[src/rtl/hopfield_pkg.sv]
// Shared types and defaults for the Hopfield spike decoder.
// Holds FSM encoding, default sizes and winner index width.
package hopfield_pkg;

  typedef enum logic [1:0] {
    ST_IDLE   = 2'd0,
    ST_SETTLE = 2'd1,
    ST_COUNT  = 2'd2,
    ST_DONE   = 2'd3
  } state_t;

  localparam int DEF_N     = 7;
  localparam int DEF_CNT_W = 8;
  localparam int DEF_WIN_W = 16;

  localparam int IDX_W = $clog2(DEF_N);

endpackage

[src/rtl/spike_edge_counter.sv]
// Per-neuron rising-edge counter with saturation.
// Ports: clk, reset, i_spike, i_clr, i_en -> o_cnt.
module spike_edge_counter #(
  parameter int CNT_W = 8
) (
  input  logic             clk,
  input  logic             reset,
  input  logic             i_spike,
  input  logic             i_clr,
  input  logic             i_en,
  output logic [CNT_W-1:0] o_cnt
);

  logic             r_prev;
  logic [CNT_W-1:0] r_cnt;
  logic             w_edge;
  logic             w_sat;

  assign w_edge = i_spike & ~r_prev;
  assign w_sat  = &r_cnt;
  assign o_cnt  = r_cnt;

  // Previous level is tracked in every state so a line
  // already high at window start does not count.
  always_ff @(posedge clk or posedge reset) begin
    if (reset) begin
      r_prev <= 1'b0;
    end else begin
      r_prev <= i_spike;
    end
  end

  always_ff @(posedge clk or posedge reset) begin
    if (reset) begin
      r_cnt <= '0;
    end else if (i_clr) begin
      r_cnt <= '0;
    end else if (i_en && w_edge && !w_sat) begin
      r_cnt <= r_cnt + 1'b1;
    end
  end

endmodule

[src/rtl/spike_rate_decoder.sv]
// Spike-rate decoder: counts per-neuron spike edges over a
// window, thresholds them into a pattern and finds the winner.
// Ports: clk, reset, start, window_len, threshold, spikes in;
// busy, valid, pattern, winner, any_spike out.
// Macro SPIKE_DECODER_COUNTS_EN adds counts_flat output.
module spike_rate_decoder
  import hopfield_pkg::*;
#(
  parameter int N      = DEF_N,
  parameter int CNT_W  = DEF_CNT_W,
  parameter int WIN_W  = DEF_WIN_W,
  parameter int SETTLE = 4
) (
  input  logic             clk,
  input  logic             reset,
  input  logic             start,
  input  logic [WIN_W-1:0] window_len,
  input  logic [CNT_W-1:0] threshold,
  input  logic [N-1:0]     spikes,
  output logic             busy,
  output logic             valid,
  output logic [N-1:0]     pattern,
  output logic [IDX_W-1:0] winner,
`ifdef SPIKE_DECODER_COUNTS_EN
  output logic             any_spike,
  output logic [N*CNT_W-1:0] counts_flat
`else
  output logic             any_spike
`endif
);

  localparam logic [WIN_W-1:0] SETTLE_LAST =
    WIN_W'((SETTLE > 0) ? SETTLE - 1 : 0);

  state_t           r_state;
  state_t           w_next;
  logic [WIN_W-1:0] r_cyc;
  logic [WIN_W-1:0] r_win_len;
  logic [CNT_W-1:0] r_thr;

  logic             w_accept;
  logic             w_count_en;
  logic             w_done;

  logic [CNT_W-1:0] w_cnt [N];
  logic [N*CNT_W-1:0] w_cnt_flat;
  logic [N-1:0]     w_pat;
  logic [CNT_W-1:0] w_best_cnt;
  logic [IDX_W-1:0] w_best_idx;
  logic             w_any;

  // Counters
  for (genvar g = 0; g < N; g++) begin : g_cnt
    spike_edge_counter #(
      .CNT_W (CNT_W)
    ) u_cnt (
      .clk     (clk),
      .reset   (reset),
      .i_spike (spikes[g]),
      .i_clr   (w_accept),
      .i_en    (w_count_en),
      .o_cnt   (w_cnt[g])
    );
    assign w_cnt_flat[g*CNT_W +: CNT_W] = w_cnt[g];
    assign w_pat[g] = (w_cnt[g] >= r_thr);
  end

  assign w_any = |w_cnt_flat;

  // Strict '>' keeps the lowest index on ties.
  always_comb begin
    w_best_cnt = w_cnt[0];
    w_best_idx = '0;
    for (int i = 1; i < N; i++) begin
      if (w_cnt[i] > w_best_cnt) begin
        w_best_cnt = w_cnt[i];
        w_best_idx = IDX_W'(i);
      end
    end
  end

  // FSM
  always_ff @(posedge clk or posedge reset) begin
    if (reset) begin
      r_state <= ST_IDLE;
    end else begin
      r_state <= w_next;
    end
  end

  always_comb begin
    w_next     = r_state;
    w_accept   = 1'b0;
    w_count_en = 1'b0;
    w_done     = 1'b0;
    unique case (r_state)
      ST_IDLE: begin
        if (start) begin
          w_accept = 1'b1;
          w_next   = (SETTLE > 0) ? ST_SETTLE : ST_COUNT;
        end
      end
      ST_SETTLE: begin
        if (r_cyc == SETTLE_LAST) begin
          w_next = ST_COUNT;
        end
      end
      ST_COUNT: begin
        w_count_en = 1'b1;
        if (r_cyc == r_win_len - WIN_W'(1)) begin
          w_next = ST_DONE;
        end
      end
      ST_DONE: begin
        w_done = 1'b1;
        w_next = ST_IDLE;
      end
      default: begin
        w_next = ST_IDLE;
      end
    endcase
  end

  // Cycle counter restarts on every state change.
  always_ff @(posedge clk or posedge reset) begin
    if (reset) begin
      r_cyc <= '0;
    end else if (w_next != r_state) begin
      r_cyc <= '0;
    end else if (r_state == ST_SETTLE ||
                 r_state == ST_COUNT) begin
      r_cyc <= r_cyc + WIN_W'(1);
    end
  end

  always_ff @(posedge clk or posedge reset) begin
    if (reset) begin
      r_win_len <= WIN_W'(1);
      r_thr     <= '0;
    end else if (w_accept) begin
      r_win_len <= (window_len == '0) ? WIN_W'(1)
                                      : window_len;
      r_thr     <= threshold;
    end
  end

  // Busy covers the valid cycle; a fresh accept wins.
  always_ff @(posedge clk or posedge reset) begin
    if (reset) begin
      busy <= 1'b0;
    end else if (w_accept) begin
      busy <= 1'b1;
    end else if (valid) begin
      busy <= 1'b0;
    end
  end

  always_ff @(posedge clk or posedge reset) begin
    if (reset) begin
      valid <= 1'b0;
    end else begin
      valid <= w_done;
    end
  end

  always_ff @(posedge clk or posedge reset) begin
    if (reset) begin
      pattern   <= '0;
      winner    <= '0;
      any_spike <= 1'b0;
    end else if (w_done) begin
      pattern   <= w_pat;
      winner    <= w_best_idx;
      any_spike <= w_any;
    end
  end

`ifdef SPIKE_DECODER_COUNTS_EN
  always_ff @(posedge clk or posedge reset) begin
    if (reset) begin
      counts_flat <= '0;
    end else if (w_done) begin
      counts_flat <= w_cnt_flat;
    end
  end
`endif

endmodule

[config.mk]
export PLATFORM = sky130hd
export DESIGN_NAME = spike_rate_decoder
export DESIGN_NICKNAME = d
export VERILOG_FILES = /design/src/rtl/hopfield_pkg.sv /design/src/rtl/spike_edge_counter.sv /design/src/rtl/spike_rate_decoder.sv
export SDC_FILE = /design/constraint.sdc
export NUM_CORES = 1
export LEC_CHECK = 0
export BUFFER_PORTS_ARGS = -buffer_cell sky130_fd_sc_hd__buf_2
export CAP_MARGIN = 0
export CORE_MARGIN = 8
export CORE_UTILIZATION = 40
export DETAILED_ROUTE_END_ITERATION = 6
export PLACE_DENSITY_LB_ADDON = 0.05
export SYNTH_ARGS = -nofsm -noshare
export SYNTH_HDL_FRONTEND = slang
export SYNTH_SLANG_ARGS = --single-unit
export TNS_END_PERCENT = 100
[constraint.sdc]
create_clock -name clk -period 12.5 [get_ports clk]
set_input_delay 0.625 -clock clk [delete_from_list [all_inputs] [get_ports clk]]
set_output_delay 0.625 -clock clk [all_outputs]
set_load 0.02 [all_outputs]
**Yosys cells after proc, flatten, opt, wreduce, memory -nomap -nowiden**

Cells that the tools add are included.

- Register bits: 118
- Input bits: 34
- Output and inout bits: 13
- Logic and storage cells: 144

- $add $sub $neg: 9
- Order comparisons: 13
- Equal/unequal tests: 6
- Multiplexer cells: 38
- Bitwise operators: 14
- Reductions and logical operators: 41

Operators by type and width:

| kind | number |
|---|---|
| $mux 8 | 19 |
| $add 8x1->8 const B | 7 |
| $ge 8x8->1 | 7 |
| $reduce_and 8->1 | 7 |
| $reduce_or 56->1 | 1 |
| $gt 8x8->1 | 6 |
| $mux 16 | 3 |
| $reduce_bool 2->1 | 9 |
| $add 16x1->16 const B | 1 |
| $eq 16x16->1 | 1 |
| $eq 16x2->1 const B | 1 |
| $logic_not 16->1 | 1 |
| $sub 16x1->16 const B | 1 |
| $mux 3 | 5 |
| $logic_and 1x1->1 | 14 |
| $pmux 2 s4 | 1 |
| $and 1x1->1 | 7 |
| $logic_not 1->1 | 7 |
| $mux 1 | 7 |
| $not 1->1 | 7 |
| $mux 2 | 3 |
| $eq 2x2->1 const B | 2 |
| $eq 2x1->1 const B | 1 |
| $logic_not 2->1 | 1 |
| 2 further kinds | 2 |

**Logic depth before layout (Yosys ltp)**

Gate-level depths: netlist (run 1).

- Depth after elaboration: 12
- Gate-level depth with buffers: 62
- Mapped depth without buffers: 59

**Hierarchy**

From an unflattened synthesis (run 1), not the netlist that was laid out.

- Cell total of the unflattened synthesis: 1007
- Area, all modules: 9537.9 um2

By module, submodules not included:

| module | instances | cells an instance | area each (um2) | seq. area each (um2) |
|---|---|---|---|---|
| spike_rate_decoder | 1 | 706 | 6130.9 | 1377.6 |
| spike_edge_counter | 7 | 43 | 486.7 | 225.2 |

**Worst setup path before layout (run 1)**

Ideal clock, no wire load.

- Path kind: reg2reg
- Start point: register g_cnt[0].u_cnt.r_cnt[2]
- End point: register winner[1]
- Setup time: 0.143 ns
- Data arrival time: 10.175 ns
- Required time: 12.357 ns
- Slack: 2.182 ns
- Cell stages (with the launch flop): 60
- Path buffers: 3
- Period minus slack after synthesis: 10.318 ns
- Path through: dfrtp_1 > inv_1 > ha_1 > nand4_1 > nor2_1 > a211o_1 > nand2_1 > clkbuf_1 > nor2_1 > a21oi_1 > ha_1 > nand4_1 > nor2_1 > nand3_1 > a21oi_1 > a2111oi_1 > and2_1 > nand2_2 > [... 24 more ...] > a21oi_1 > nor2_1 > a211oi_1 > a21oi_1 > inv_1 > clkbuf_1 > o221ai_1 > ha_1 > nor2b_1 > o21a_1 > o21ai_0 > nand2b_1 > a21oi_1 > o21ai_0 > a21boi_0 > nand3b_1 > o21ai_0 > a21oi_1

- Longest elaborated chain between the ends: 12
- Elaborated cells on any way between the ends: 16
- Classes of those cells: order compare (6); mux (10)

RTL lines:

| element | line | RTL |
|---|---|---|
| start: declaration | spike_edge_counter.sv:15 | `logic [CNT_W-1:0] r_cnt;` |
| start signal: assignment | spike_edge_counter.sv:39 | `r_cnt <= r_cnt + 1'b1;` |
| $gt 8x8->1 | spike_rate_decoder.sv:75 | `if (w_cnt[i] > w_best_cnt) begin` |
| $mux 8 (*) | spike_rate_decoder.sv:75 |  |
| $gt 8x8->1 | spike_rate_decoder.sv:75 |  |
| $mux 8 | spike_rate_decoder.sv:75 |  |
| $gt 8x8->1 | spike_rate_decoder.sv:75 |  |
| $mux 8 | spike_rate_decoder.sv:75 |  |
| $gt 8x8->1 | spike_rate_decoder.sv:75 |  |
| $mux 8 | spike_rate_decoder.sv:75 |  |
| $gt 8x8->1 | spike_rate_decoder.sv:75 |  |
| $mux 8 | spike_rate_decoder.sv:75 |  |
| $gt 8x8->1 | spike_rate_decoder.sv:75 |  |
| $mux 3 (*) | spike_rate_decoder.sv:75 |  |
| end signal: assignment | spike_rate_decoder.sv:173 | `winner <= w_best_idx;` |
| end: declaration | spike_rate_decoder.sv:23 | `output logic [IDX_W-1:0] winner,` |

Mark *: on every way between the ends. The rest lies on a longest branch, timed or not.
A chain may end at the register's enable or synchronous reset.

**Worst setup path in the final report (run 1)**

Same ends and word-level chain as after synthesis.

==> impl_metrics.yaml, run 1 <==
floorplanning:
  fp-row-count: 55
  die_w_microns: 166
  die-area_sq_um: 27600
  initial_utilization_pct: 40.3
  die_h_microns: 166
  core_region_area_sq_um: 22400
  io_pins: 47
min_path:
  hold_start: "spikes[1]"
  holdCritPathClass: "primary input to flop"
yosys:
  ys_types: 66
  syn_avg_cell_area_sq_um: 8.70
  netlist_instances: 1035
  synth.yosys.seq_area_share_pct: 32.8
  synth_top_area_cell: "dfrtp_1"
  ys_ff_latch: 118
  synth_top_area_share_pct: 32.5
  synth_area_leaders: "dfrtp_1, ha_1, nand2_1, nor2_1, a21oi_1"
  synth_edf_count: 0
  synth_area_sq_um: 9000
  yosys_warnings: 0
  async_reset_ff_share_pct: 100
  yosys-top-cells-count: "ha_1, dfrtp_1, nand2_1"
  synth_flop_cell: "dfrtp_1"
  synth_most_common_cell: "ha_1"
  synth_nets: 1191
clocking:
  htree_levels: 4
  cts_setup_buffers: 0
  clk_pin_slew_worst_paths_ps: 60
  root_buffer: "clkbuf_16"
  postCtsHoldBufs: 0
  cts_tree: "yes"
  cts_buffers: 17
  clk_path_buf_depth: 2
  cts_num_sinks: 118
  insertion_delay_ps: 430
routing:
  vias_per_cell: 5.42
  avgRoutedWirePerCell_microns: 18.4
  met2_length_microns: 11600
  drt_wl_total_microns: 25300
  met3WireLength_microns: 680
  top_layer: "met4"
  antenna_left: 0
  drc: 0
  wirelength_met1_microns: 12600
  vias: 7447
  first_iter_violations: 409
  drt-pass1-iter-count: 5
setup_path:
  reg2regPathDepth: 60
  crit_fanout: 15
  path_class: "flop to flop"
  ff2ff_setup_slack_ps: 1170
  rr_endpoint: "winner[1]$_DFFE_PP0P_"
  r2r-start: "g_cnt[0].u_cnt.o_cnt[2]$_DFFE_PP0P_"
  max_stage_delay_ps: 520
  cp-startpoint: "g_cnt[0].u_cnt.o_cnt[2]$_DFFE_PP0P_"
  worstPathArrival_ps: 11630
  crit_path_frequent_cell: "a21oi_1"
  crit_path_end: "winner[1]$_DFFE_PP0P_"
  worst_setup_path_start_kind: "flop"
  cp-end-kind: "flop"
  crit_required_ps: 12800
  crit_slowest_cell: "dfrtp_1"
place:
  portBuffers: 46
  post-dp-hpwl_microns: 18300
  gp_congestion: 0.876
finish:
  drive_gt1_share_pct: 10.9
  antennaDiodeCount: 0
  nNetsFinal: 1231
  syn_to_final_growth_pct: 12.6
sta:
  tightest_slew_ps: 1010
  setup_viol: 0
  maxSlewViolCount: 0
  period_share_pct: 90.6
  max_freq_ghz: 0.0883
  finalSetupTns_ps: 0
  finalClockSkew_ps: 11.5
  period_needed_ps: 11330
  hold_violations: 0
  rsz0062_at_grt: "false"
  relSlewSlack_pct: 32.4
global_route:
  grt_pass1_wl_microns: 41200
  grt_pass1_vias: 7494
  grt-ovfl-total: 0
  grt_usage_pct: 18.8
  grt_max_degree: 87
  antenna_found_initial: 0
job:
  cap_violations: 0
run_status:
  outcome: "finished clean"
==> flip-flops by register name, indices dropped and copies added, names as in the netlist <==
register / count
any_spike: 1
busy: 1
g_cnt.u_cnt.o_cnt: 56
g_cnt.u_cnt.r_prev: 7
pattern: 7
r_cyc: 16
r_state: 2
r_thr: 8
r_win_len: 16
valid: 1
winner: 3
==> worst min path at each step <==
| stage | to | slack (ps) | cells after the start |
|---|---|---|---|
| final | g_cnt[1].u_cnt.r_prev$_DFF_PP0_ | 320 | 1 |
| after global routing | g_cnt[1].u_cnt.r_prev$_DFF_PP0_ | 300 | 1 |
| after CTS | g_cnt[1].u_cnt.r_prev$_DFF_PP0_ | 300 | 1 |
| after detailed placement | busy$_DFFE_PP0P_ | 460 | 1 |
| after global placement | busy$_DFFE_PP0P_ | 450 | 1 |
| after floorplan | r_win_len[15]$_DFFE_PP0P_ | 470 | 2 |
==> area by class of cell <==
| type | count | area [sq um] |
|---|---|---|
| Clock buffer | 18 | 439 |
| Inverter | 52 | 198 |
| Clock inverter | 14 | 176 |
| Fill cell | 2233 | 12200 |
| Multi-Input combinational cell | 835 | 5750 |
| Tap cell | 285 | 357 |
| Sequential cell | 118 | 2950 |
| Timing Repair Buffer | 51 | 268 |
==> layout by cell type (no fill, tap or decap), types with 5 or more instances in the layout <==
| cell | n |
|---|---|
| nor2_2 | 10 |
| nor2_1 | 106 |
| or3_1 | 9 |
| and2_1 | 5 |
| clkinvlp_4 | 5 |
| nand4_1 | 40 |
| and3_1 | 10 |
| a31oi_1 | 7 |
| nor4_1 | 25 |
| dfrtp_1 | 117 |
| o21ai_0 | 44 |
| a21oi_1 | 77 |
| o221ai_1 | 6 |
| inv_1 | 50 |
| ha_1 | 122 |
| nor2b_1 | 20 |
| nand2_1 | 109 |
| buf_2 | 46 |
| xor2_1 | 40 |
| clkbuf_16 | 17 |
| buf_4 | 5 |
| xnor2_1 | 38 |
| mux2i_1 | 12 |
| a21o_1 | 16 |
| nor3_1 | 20 |
| nand3_1 | 27 |
| nand2b_1 | 25 |
==> timing repair <==
action	4_1_cts	5_1_grt
endpoints found under the setup margin	0	3
endpoints found under the hold margin	0	0
resized for setup	0	5
==> cells by family after synthesis <==
family	after synthesis	synth area share, %
mux	19	2.36
buf+inv	82	3.53
fa+ha+maj	122	17.0
compound gates	188	12.8
xor+xnor	78	7.59
flops	118	32.8
simple gates	428	23.9
==> per-layer routing <==
layer	track usage [%]	vias to the layer above
met5	0	-
met4	5.73	0
met3	2.66	27
met2	30.9	129
met1	25.3	3517
li1	-	3774
==> stage by stage <==
stage | util (%) | hold WS (ps) | std cells | setup slack [ps] | area (sq um)
final | 45.3 | 318 | 1373 | 1170 | 10100
after global routing | 45.3 | 301 | 1373 | 50.6 | 10100
after CTS | 45.3 | 303 | 1373 | 1000 | 10100
after detailed placement | 42.5 | 458 | 1341 | 1020 | 9510
after global placement | 42.5 | 451 | 1341 | 1100 | 9510
after floorplan | - | 466 | 1035 | 2180 | 9000
==> critical path: cells and delay by family (launching register included) <==
kind | cells | cell delay (ps)
AOI/OAI and AO/OA | 26 | 4540
DFF | 1 | 520
and+or+nand+nor | 22 | 3090
buffers and inverters | 4 | 560
adders and majority gates | 6 | 1790
muxes | 2 | 670
Power of run 1 is left out: the tool's default activity adds up to more than one toggle a clock period on the data nets, which glitch-free logic cannot reach.
==> inputs of run 2 (changes only) <==
Settings changed: RECOVER_POWER from default to 100.
==> impl_metrics.yaml, run 2 (synthesis results as in run 1) <==
run_status:
  outcome: "finished, violations left"
  violations: "capacitance limit, slew limit"
sta:
  setup_viol: 0
  finalClockSkew_ps: 10.8
  tightest_slew_ps: 4840
  maxSlewViolCount: 208
  period_needed_ps: 11310
  hold_violations: 0
  period_share_pct: 90.5
  relSlewSlack_pct: -223
  finalSetupTns_ps: 0
  rsz0062_at_grt: "false"
  max_freq_ghz: 0.0884
global_route:
  grt_pass1_wl_microns: 41200
  grt_usage_pct: 18.8
  antenna_found_initial: 0
  grt_max_degree: 87
  grt_pass1_vias: 7494
  grt-ovfl-total: 0
finish:
  ff_latch_area_sq_um: 2950
  nNetsFinal: 1231
  final_cell_mix: "ha_1, dfrtp_1, nand2_1"
  drive_gt1_share_pct: 8.82
  final_common_cell: "ha_1"
  largest_register_ffs: 56
  n_fill_cell: 2245
  antennaDiodeCount: 0
  syn_to_final_growth_pct: 12.1
  multiInputGateArea_sq_um: 5730
clocking:
  root_buffer: "clkbuf_16"
  cts_buffers: 17
  postCtsHoldBufs: 0
  htree_levels: 4
  clk_pin_slew_worst_paths_ps: 60
  cts_tree: "yes"
  insertion_delay_ps: 430
  cts_num_sinks: 118
  clk_path_buf_depth: 2
floorplanning:
  die_w_microns: 166
  die-area_sq_um: 27600
  io_pins: 47
  die_h_microns: 166
  core_region_area_sq_um: 22400
  initial_utilization_pct: 40.3
  fp-row-count: 55
place:
  gp_congestion: 0.876
  portBuffers: 46
  post-dp-hpwl_microns: 18300
setup_path:
  crit_slowest_cell: "dfrtp_1"
  worst_setup_path_start_kind: "flop"
  cp-startpoint: "g_cnt[0].u_cnt.o_cnt[2]$_DFFE_PP0P_"
  crit_path_frequent_cell: "a21oi_1"
  r2r-start: "g_cnt[0].u_cnt.o_cnt[2]$_DFFE_PP0P_"
  crit_fanout: 15
  path_class: "flop to flop"
  cp-end-kind: "flop"
  crit_required_ps: 12800
  rr_endpoint: "winner[1]$_DFFE_PP0P_"
  worstPathArrival_ps: 11610
  ff2ff_setup_slack_ps: 1190
  max_stage_delay_ps: 520
  reg2regPathDepth: 60
routing:
  drt-pass1-iter-count: 5
  vias_per_cell: 5.42
  vias: 7439
  antenna_left: 0
  drt_wl_total_microns: 25300
  drc: 0
  first_iter_violations: 428
  avgRoutedWirePerCell_microns: 18.4
min_path:
  holdCritPathClass: "primary input to flop"
  min_path_cells: 1
  hold_start: "spikes[1]"
  hold_path_end: "g_cnt[1].u_cnt.r_prev$_DFF_PP0_"
job:
  cap_violations: 3
[run 2: layout make-up]
type	instances	share of cell area, %
sequential	118	29.3
timing repair buffer	51	2.39
clock inverter	14	1.75
multi-input combinational	835	56.8
clock buffer	18	4.35
tap	285	3.53
inverter	52	1.95
[run 2: how the worst max path moves through the flow]
stage,to,slack [ps],depth (start not counted)
floorplan,winner[1]$_DFFE_PP0P_,2180,59
global placement,winner[1]$_DFFE_PP0P_,1100,55
detailed placement,winner[1]$_DFFE_PP0P_,1020,59
CTS,winner[1]$_DFFE_PP0P_,1000,59
global route,winner[1]$_DFFE_PP0P_,50,60
finish,winner[1]$_DFFE_PP0P_,1190,60
[run 2: worst max-delay path: cells and delay by family (launching register included)]
kind                       cells  cell delay, ps
DFF                            1             520
buffers and inverters          4             560
AOI/OAI and AO/OA             26            4530
adders and majority gates      6            1790
muxes                          2             670
and+or+nand+nor               22            3090
[run 2: timing repair]
item,4_1_cts,5_1_grt
buffers inserted,0,0
endpoints found under the setup margin,0,3
hold endpoints to repair,0,0
resized for setup,0,5
[run 2: metal layers]
metal,GRT usage (%),up-vias,routed length (microns)
met5,0,-,0
li1,-,3770,-
met3,2.66,27,662
met1,25.3,3522,12600
met4,5.73,0,404
met2,30.9,120,11600
[run 2: through the flow]
step           hold slack (ps)  cells  worst slack (ps)  util, %  area, sq um
2_1_floorplan              466   1035              2180        -         9000
6_report                   318   1373              1190     45.2        10100
3_5_place_dp               458   1341              1020     42.5         9510
3_3_place_gp               451   1341              1100     42.5         9510
4_1_cts                    303   1373              1000     45.3        10100
5_1_grt                    301   1373              50.6     45.2        10100
Power of run 2 is left out for the same reason.
